==> src/rtl/axppa_pkg.sv <==
// Shared types and helpers for the AxPPA error-metrics scoring stage.
package axppa_pkg;

    // Default operand/sum width of the adders under test.
    localparam int unsigned AxppaWidth = 16;

    typedef enum logic [1:0] {
        StIdle,
        StRun,
        StDrain,
        StDone
    } state_e;

    // Unsigned add of two values, clamped at 2^w-1 (w <= 64).
    function automatic logic [63:0] sat_add(input logic [63:0] a, input logic [63:0] b,
                                            input int unsigned w);
        logic [64:0] sum;
        logic [63:0] lim;
        lim = (w >= 64) ? '1 : ((64'd1 << w) - 64'd1);
        sum = {1'b0, a} + {1'b0, b};
        return (sum > {1'b0, lim}) ? lim : sum[63:0];
    endfunction

endpackage

==> src/rtl/axppa_align_pipe.sv <==
// LATENCY-deep data+valid delay line; async clear, sync flush of the valid bits.
module axppa_align_pipe #(
    parameter int unsigned WIDTH   = 16,
    parameter int unsigned LATENCY = 1
) (
    input  logic             clk,
    input  logic             reset,
    input  logic             flush,
    input  logic             in_valid,
    input  logic [WIDTH-1:0] in_data,
    output logic             out_valid,
    output logic [WIDTH-1:0] out_data
);

    logic [LATENCY-1:0] valid_q;
    logic [WIDTH-1:0]   data_q [LATENCY];

    // Shift valid bits; flush empties the line so stale samples are never scored.
    always_ff @(posedge clk or negedge reset) begin
        if (!reset) begin
            valid_q <= '0;
        end else if (flush) begin
            valid_q <= '0;
        end else begin
            valid_q[0] <= in_valid;
            for (int i = 1; i < int'(LATENCY); i++) begin
                valid_q[i] <= valid_q[i-1];
            end
        end
    end

    // Shift data unconditionally; only the valid bits qualify it.
    always_ff @(posedge clk or negedge reset) begin
        if (!reset) begin
            for (int i = 0; i < int'(LATENCY); i++) begin
                data_q[i] <= '0;
            end
        end else begin
            data_q[0] <= in_data;
            for (int i = 1; i < int'(LATENCY); i++) begin
                data_q[i] <= data_q[i-1];
            end
        end
    end

    assign out_valid = valid_q[LATENCY-1];
    assign out_data  = data_q[LATENCY-1];

endmodule

==> src/rtl/axppa_error_metrics.sv <==
// Scores an approximate adder against a delay-aligned exact sum over a batch.
module axppa_error_metrics
    import axppa_pkg::*;
#(
    parameter int unsigned WIDTH   = AxppaWidth,
    parameter int unsigned LATENCY = 1,
    parameter int unsigned CNT_W   = 16
) (
    input  logic                   clk,
    input  logic                   reset,
    input  logic                   start,
    input  logic [CNT_W-1:0]       num_samples,
    input  logic                   in_valid,
    input  logic [WIDTH-1:0]       a_input,
    input  logic [WIDTH-1:0]       b_input,
    input  logic [WIDTH-1:0]       c_input,
    input  logic [WIDTH-1:0]       approx_sum,
    output logic                   busy,
    output logic                   done,
    output logic                   err_flag,
    output logic [CNT_W-1:0]       sample_count,
    output logic [CNT_W-1:0]       err_count,
    output logic [WIDTH-1:0]       max_ed,
    output logic [WIDTH+CNT_W-1:0] sum_ed
);

    localparam int unsigned SumW = WIDTH + CNT_W;

    state_e            state_q, state_d;
    logic [CNT_W-1:0]  num_q, num_d;
    logic [CNT_W-1:0]  issued_q, issued_d;
    logic [CNT_W-1:0]  sample_count_q, sample_count_d;
    logic [CNT_W-1:0]  err_count_q, err_count_d;
    logic [WIDTH-1:0]  max_ed_q, max_ed_d;
    logic [SumW-1:0]   sum_ed_q, sum_ed_d;
    logic              err_flag_q, err_flag_d;

    logic [WIDTH-1:0]  exact_sum;
    logic              accept, flush, score;
    logic              pipe_valid;
    logic [WIDTH-1:0]  pipe_exact;
    logic [WIDTH-1:0]  ed;

    // Wraps modulo 2^WIDTH exactly like the adder under test.
    assign exact_sum = a_input + b_input + c_input;
    assign accept    = (state_q == StRun) && in_valid;
    assign flush     = (state_q == StIdle) && start;
    assign score     = pipe_valid && ((state_q == StRun) || (state_q == StDrain));
    assign ed        = (pipe_exact >= approx_sum) ? (pipe_exact - approx_sum)
                                                  : (approx_sum - pipe_exact);

    axppa_align_pipe #(
        .WIDTH   (WIDTH),
        .LATENCY (LATENCY)
    ) u_align_pipe (
        .clk       (clk),
        .reset     (reset),
        .flush     (flush),
        .in_valid  (accept),
        .in_data   (exact_sum),
        .out_valid (pipe_valid),
        .out_data  (pipe_exact)
    );

    // Batch sequencing plus metric accumulation for the sample leaving the pipe.
    always_comb begin
        state_d        = state_q;
        num_d          = num_q;
        issued_d       = issued_q;
        sample_count_d = sample_count_q;
        err_count_d    = err_count_q;
        max_ed_d       = max_ed_q;
        sum_ed_d       = sum_ed_q;
        err_flag_d     = err_flag_q;

        unique case (state_q)
            StIdle: begin
                if (start) begin
                    num_d          = num_samples;
                    issued_d       = '0;
                    sample_count_d = '0;
                    err_count_d    = '0;
                    max_ed_d       = '0;
                    sum_ed_d       = '0;
                    err_flag_d     = 1'b0;
                    state_d        = (num_samples == '0) ? StDone : StRun;
                end
            end
            StRun: begin
                if (in_valid) begin
                    issued_d = issued_q + 1'b1;
                    if (issued_d == num_q) state_d = StDrain;
                end
            end
            StDrain: begin
                if (sample_count_q == num_q) state_d = StDone;
            end
            StDone:  state_d = StIdle;
            default: state_d = StIdle;
        endcase

        if (score) begin
            sample_count_d = sample_count_q + 1'b1;
            err_flag_d     = (ed != '0);
            if (ed != '0) err_count_d = err_count_q + 1'b1;
            if (ed > max_ed_q) max_ed_d = ed;
            sum_ed_d = SumW'(sat_add(64'(sum_ed_q), 64'(ed), SumW));
        end
    end

    // State and metric registers.
    always_ff @(posedge clk or negedge reset) begin
        if (!reset) begin
            state_q        <= StIdle;
            num_q          <= '0;
            issued_q       <= '0;
            sample_count_q <= '0;
            err_count_q    <= '0;
            max_ed_q       <= '0;
            sum_ed_q       <= '0;
            err_flag_q     <= 1'b0;
        end else begin
            state_q        <= state_d;
            num_q          <= num_d;
            issued_q       <= issued_d;
            sample_count_q <= sample_count_d;
            err_count_q    <= err_count_d;
            max_ed_q       <= max_ed_d;
            sum_ed_q       <= sum_ed_d;
            err_flag_q     <= err_flag_d;
        end
    end

    assign busy         = (state_q == StRun) || (state_q == StDrain);
    assign done         = (state_q == StDone);
    assign err_flag     = err_flag_q;
    assign sample_count = sample_count_q;
    assign err_count    = err_count_q;
    assign max_ed       = max_ed_q;
    assign sum_ed       = sum_ed_q;

endmodule

==> config.mk <==
export PLATFORM = sky130hd
export DESIGN_NAME = axppa_error_metrics
export DESIGN_NICKNAME = d
export VERILOG_FILES = /design/src/rtl/axppa_pkg.sv /design/src/rtl/axppa_align_pipe.sv /design/src/rtl/axppa_error_metrics.sv
export SDC_FILE = /design/constraint.sdc
export NUM_CORES = 1
export LEC_CHECK = 0
export ABC_AREA = 0
export CAP_MARGIN = 20
export CORE_AREA = 5 5 150 152
export CTS_CLUSTER_SIZE = 14
export DETAILED_ROUTE_END_ITERATION = 16
export DIE_AREA = 0 0 155 157
export HOLD_SLACK_MARGIN = 0.03
export PLACE_DENSITY = 0.82
export SYNTH_ARGS = -nofsm -noshare
export SYNTH_HDL_FRONTEND = slang
export SYNTH_HIERARCHICAL = 1
export SYNTH_SLANG_ARGS = --single-unit
==> constraint.sdc <==
create_clock -name clk -period 5.8 [get_ports clk]
set_clock_uncertainty 0.2 [all_clocks]
set_input_delay 1.16 -clock clk [delete_from_list [all_inputs] [get_ports clk]]
set_output_delay 1.16 -clock clk [all_outputs]
set_load 0.005 [all_outputs]
==> metrics.csv <==
metric,value,unit
status,finished clean,
grt_pass1_vias,10200,
yosys_register_bits,132,
first_pass_iters,5,
clk_path_buf_depth,2,
yosys-mux-area-fraction,5.02,%
cp.required,5900,ps
holdPathStages,1,
max_cap_violations,0,
synth_fa_ha_area_share,14.2,%
detail-route-antenna-nets,0,
timing.fmax,176,MHz
synthDistinctLibCells,76,
slew_violations,0,
netlist_area,10300,µm²
powerDensity,556,nW/µm²
synthSimpleGateAreaFrac,17.6,%
rrSetupSlack,930,ps
grt_pass1_wl,48.9,mm
core-area,20900,µm²
initial_core_util,49.4,%
yosys_warnings,6,
vias,10100,
route.detailed.drc,0,
vdd.ir_drop.worst,0.306,mV
r2r_cells,21,
crit_path_end_kind,flop,
postSynthNetCount,1347,
rows,53,
gr-usage-all-layers,24.4,%
drive_above_1_share,18.2,%
synth_xor_area_share,6.37,%
crit_arrival,5780,ps
clock_sinks,132,
postCtsHoldBufs,0,
path_clk_slew,70,ps
hp-class,flop to flop,
timing.hold.worst_endpoint,issued_q[15]$_DFFE_PN0P_,
post-place-cells,1694,
hpwl,23.0,mm
min_period_over_period,97.9,%
synth_flop_cell,dfrtp_1,
synthTopCellsByArea,"dfrtp_1 32%, ha_1 11%, a21oi_1 3.8%",
syn2layout_area_growth,37.4,%
syn_avg_cell_area,8.92,µm²
synth_compound_area_share,19.5,%
synth_top_family_by_area,compound AO/OA/AOI/OAI gates,
cts_tree,done,
antenna_found_initial,0,
max-slew-margin-rel,31.1,%
wire_per_inst,17.4,µm
die_area,24300,µm²
gr-total-overflow,0,
power.total,0.00788,W
r2r_end,sum_ed[14]$_DFFE_PN0P_,
worstMarginPinSlew,1030,ps
cts_root_buf,clkbuf_16,
final_nets,1640,
rr_startpoint,u_align_pipe/out_data[0]$_DFF_PN0_,
numCtsBuffers,17,
setup_viol,0,
clock_latency,430,ps
synth-edff-count,0,
place.gp.congestion,0.921,
p_leak,6.64,nW
hp-start,issued_q[15]$_DFFE_PN0P_,
vias_per_cell,5.79,
insertedDiodeCount,0,
yosysTopAreaCell,dfrtp_1,
yosysTopAreaCellShare,32.0,%
drt_iter0_markers,599,
die_w,155,µm
wl,30.3,mm
synthesis.instances,1157,
worstPathMaxFanout,9,
crit_type,primary input to flop,
synthArstFlopShare,100,%
seq_area_frac_synth,32.0,%
die_height,157,µm
final_hold_viol_count,0,
ctsHtreeMaxLevel,4,
grt_max_degree,97,
min_period,5680,ps
io_buffers,166,
whs,315,ps
instances_no_fill,1738,
start_kind,primary input,
ios,167,
==> cells by family after synthesis <==
kind of cell	after synthesis
xor gates and xnor gates	75
DFF	132
buffers and inverters	136
muxes	49
AOI/OAI and AO/OA	309
and+or+nand+nor	350
adders and majority gates	106
==> final cells by class <==
cell class | instances | area, µm²
multi-input cells | 889 | 6780
fillers | 1597 | 6710
flip-flops and latches | 132 | 3300
repair buffers | 318 | 2830
clock buffers | 17 | 425
inverters | 92 | 345
well taps | 275 | 344
clock inverters | 15 | 150
==> timing repair <==
item	CTS	global route
endpoints found under the setup margin	47	48
resized for setup	12	43
hold endpoints to repair	0	0
cloned	0	0
setup buffers	4	8
pin swaps	5	20
==> how the worst max path moves through the flow <==
stage / startpoint / to / slack, ps / depth (start not counted)
after global placement: approx_sum[0] / sum_ed[26]$_DFFE_PN0P_ / -400 / 19
after detailed placement: approx_sum[0] / sum_ed[26]$_DFFE_PN0P_ / -640 / 19
after global routing: approx_sum[8] / sum_ed[29]$_DFFE_PN0P_ / -40 / 22
final: approx_sum[9] / sum_ed[14]$_DFFE_PN0P_ / 120 / 21
after CTS: approx_sum[0] / max_ed[15]$_DFF_PN0_ / 30 / 21
after floorplan: approx_sum[10] / sum_ed[14]$_DFFE_PN0P_ / 10 / 22
==> power by group <==
part | internal [W] | switching [W]
combinational | 0.00272 | 0.00270
sequential | 0.00114 | 0.000257
clock | 0.000574 | 0.000492
==> registers in the layout (all words and copies together), names as in the netlist <==
| signal | cells |
|---|---|
| u_align_pipe/out_data | 16 |
| err_count | 16 |
| num_q | 16 |
| err_flag | 1 |
| sum_ed | 32 |
| u_align_pipe/out_valid | 1 |
| max_ed | 16 |
| issued_q | 16 |
| sample_count | 16 |
| state_q | 2 |
==> cell usage after synthesis, types with 19 or more instances <==
library cell	instances
a21o_1	39
o21ai_0	69
nand2_1	101
mux2_2	22
and3_1	27
mux2i_1	27
dfrtp_1	132
clkbuf_1	28
fa_1	19
nor2_1	57
a31oi_1	22
inv_1	91
ha_1	87
xor2_1	35
nand3_1	39
nor3_1	25
xnor2_1	40
a21oi_1	78
==> through the flow <==
stage	cell area, µm²	TNS (ps)	util [%]	setup WS, ps
after floorplan	10400	0	-	13.3
after global placement	13200	-17480	63.3	-399
after detailed placement	13200	-26860	63.3	-640
after CTS	13900	0	66.5	25.3
after global routing	14200	-212	67.9	-40.6
final	14200	0	67.9	122
==> critical path, stage by stage <==
cell	delay (ps)
clkdlybuf4s50_1	470
inv_1	50
ha_1	300
buf_4	180
a21oi_1	220
o21a_1	230
o211ai_1	160
buf_4	170
buf_4	150
a2111oi_0	520
or3_1	210
nand2_1	90
ha_1	230
a21o_1	190
a31oi_4	180
o21ai_2	90
a31o_4	270
a21o_1	190
a21oi_1	180
nor3_1	60
or3b_2	460
==> per-layer routing <==
layer / share of wire, % / GRT usage, %
met4: 3.2 / 8.58
met2: 51 / 45.3
met3: 6.0 / 4.67
met1: 39 / 28.0
met5: 0 / 0
==> placed cells by master (no fill, tap or decap), types with 18 or more instances in the layout <==
cell,n
a21o_1,39
a21oi_1,75
a31oi_1,21
and3_1,27
buf_4,149
clkdlybuf4s50_1,164
dfrtp_1,132
fa_1,18
ha_1,84
inv_1,89
mux2_2,18
mux2i_1,25
nand2_1,100
nand3_1,39
nor2_1,55
nor3_1,22
o21ai_0,66
xnor2_1,37
xor2_1,35
Note: power is estimated with default switching activity, not from simulation.
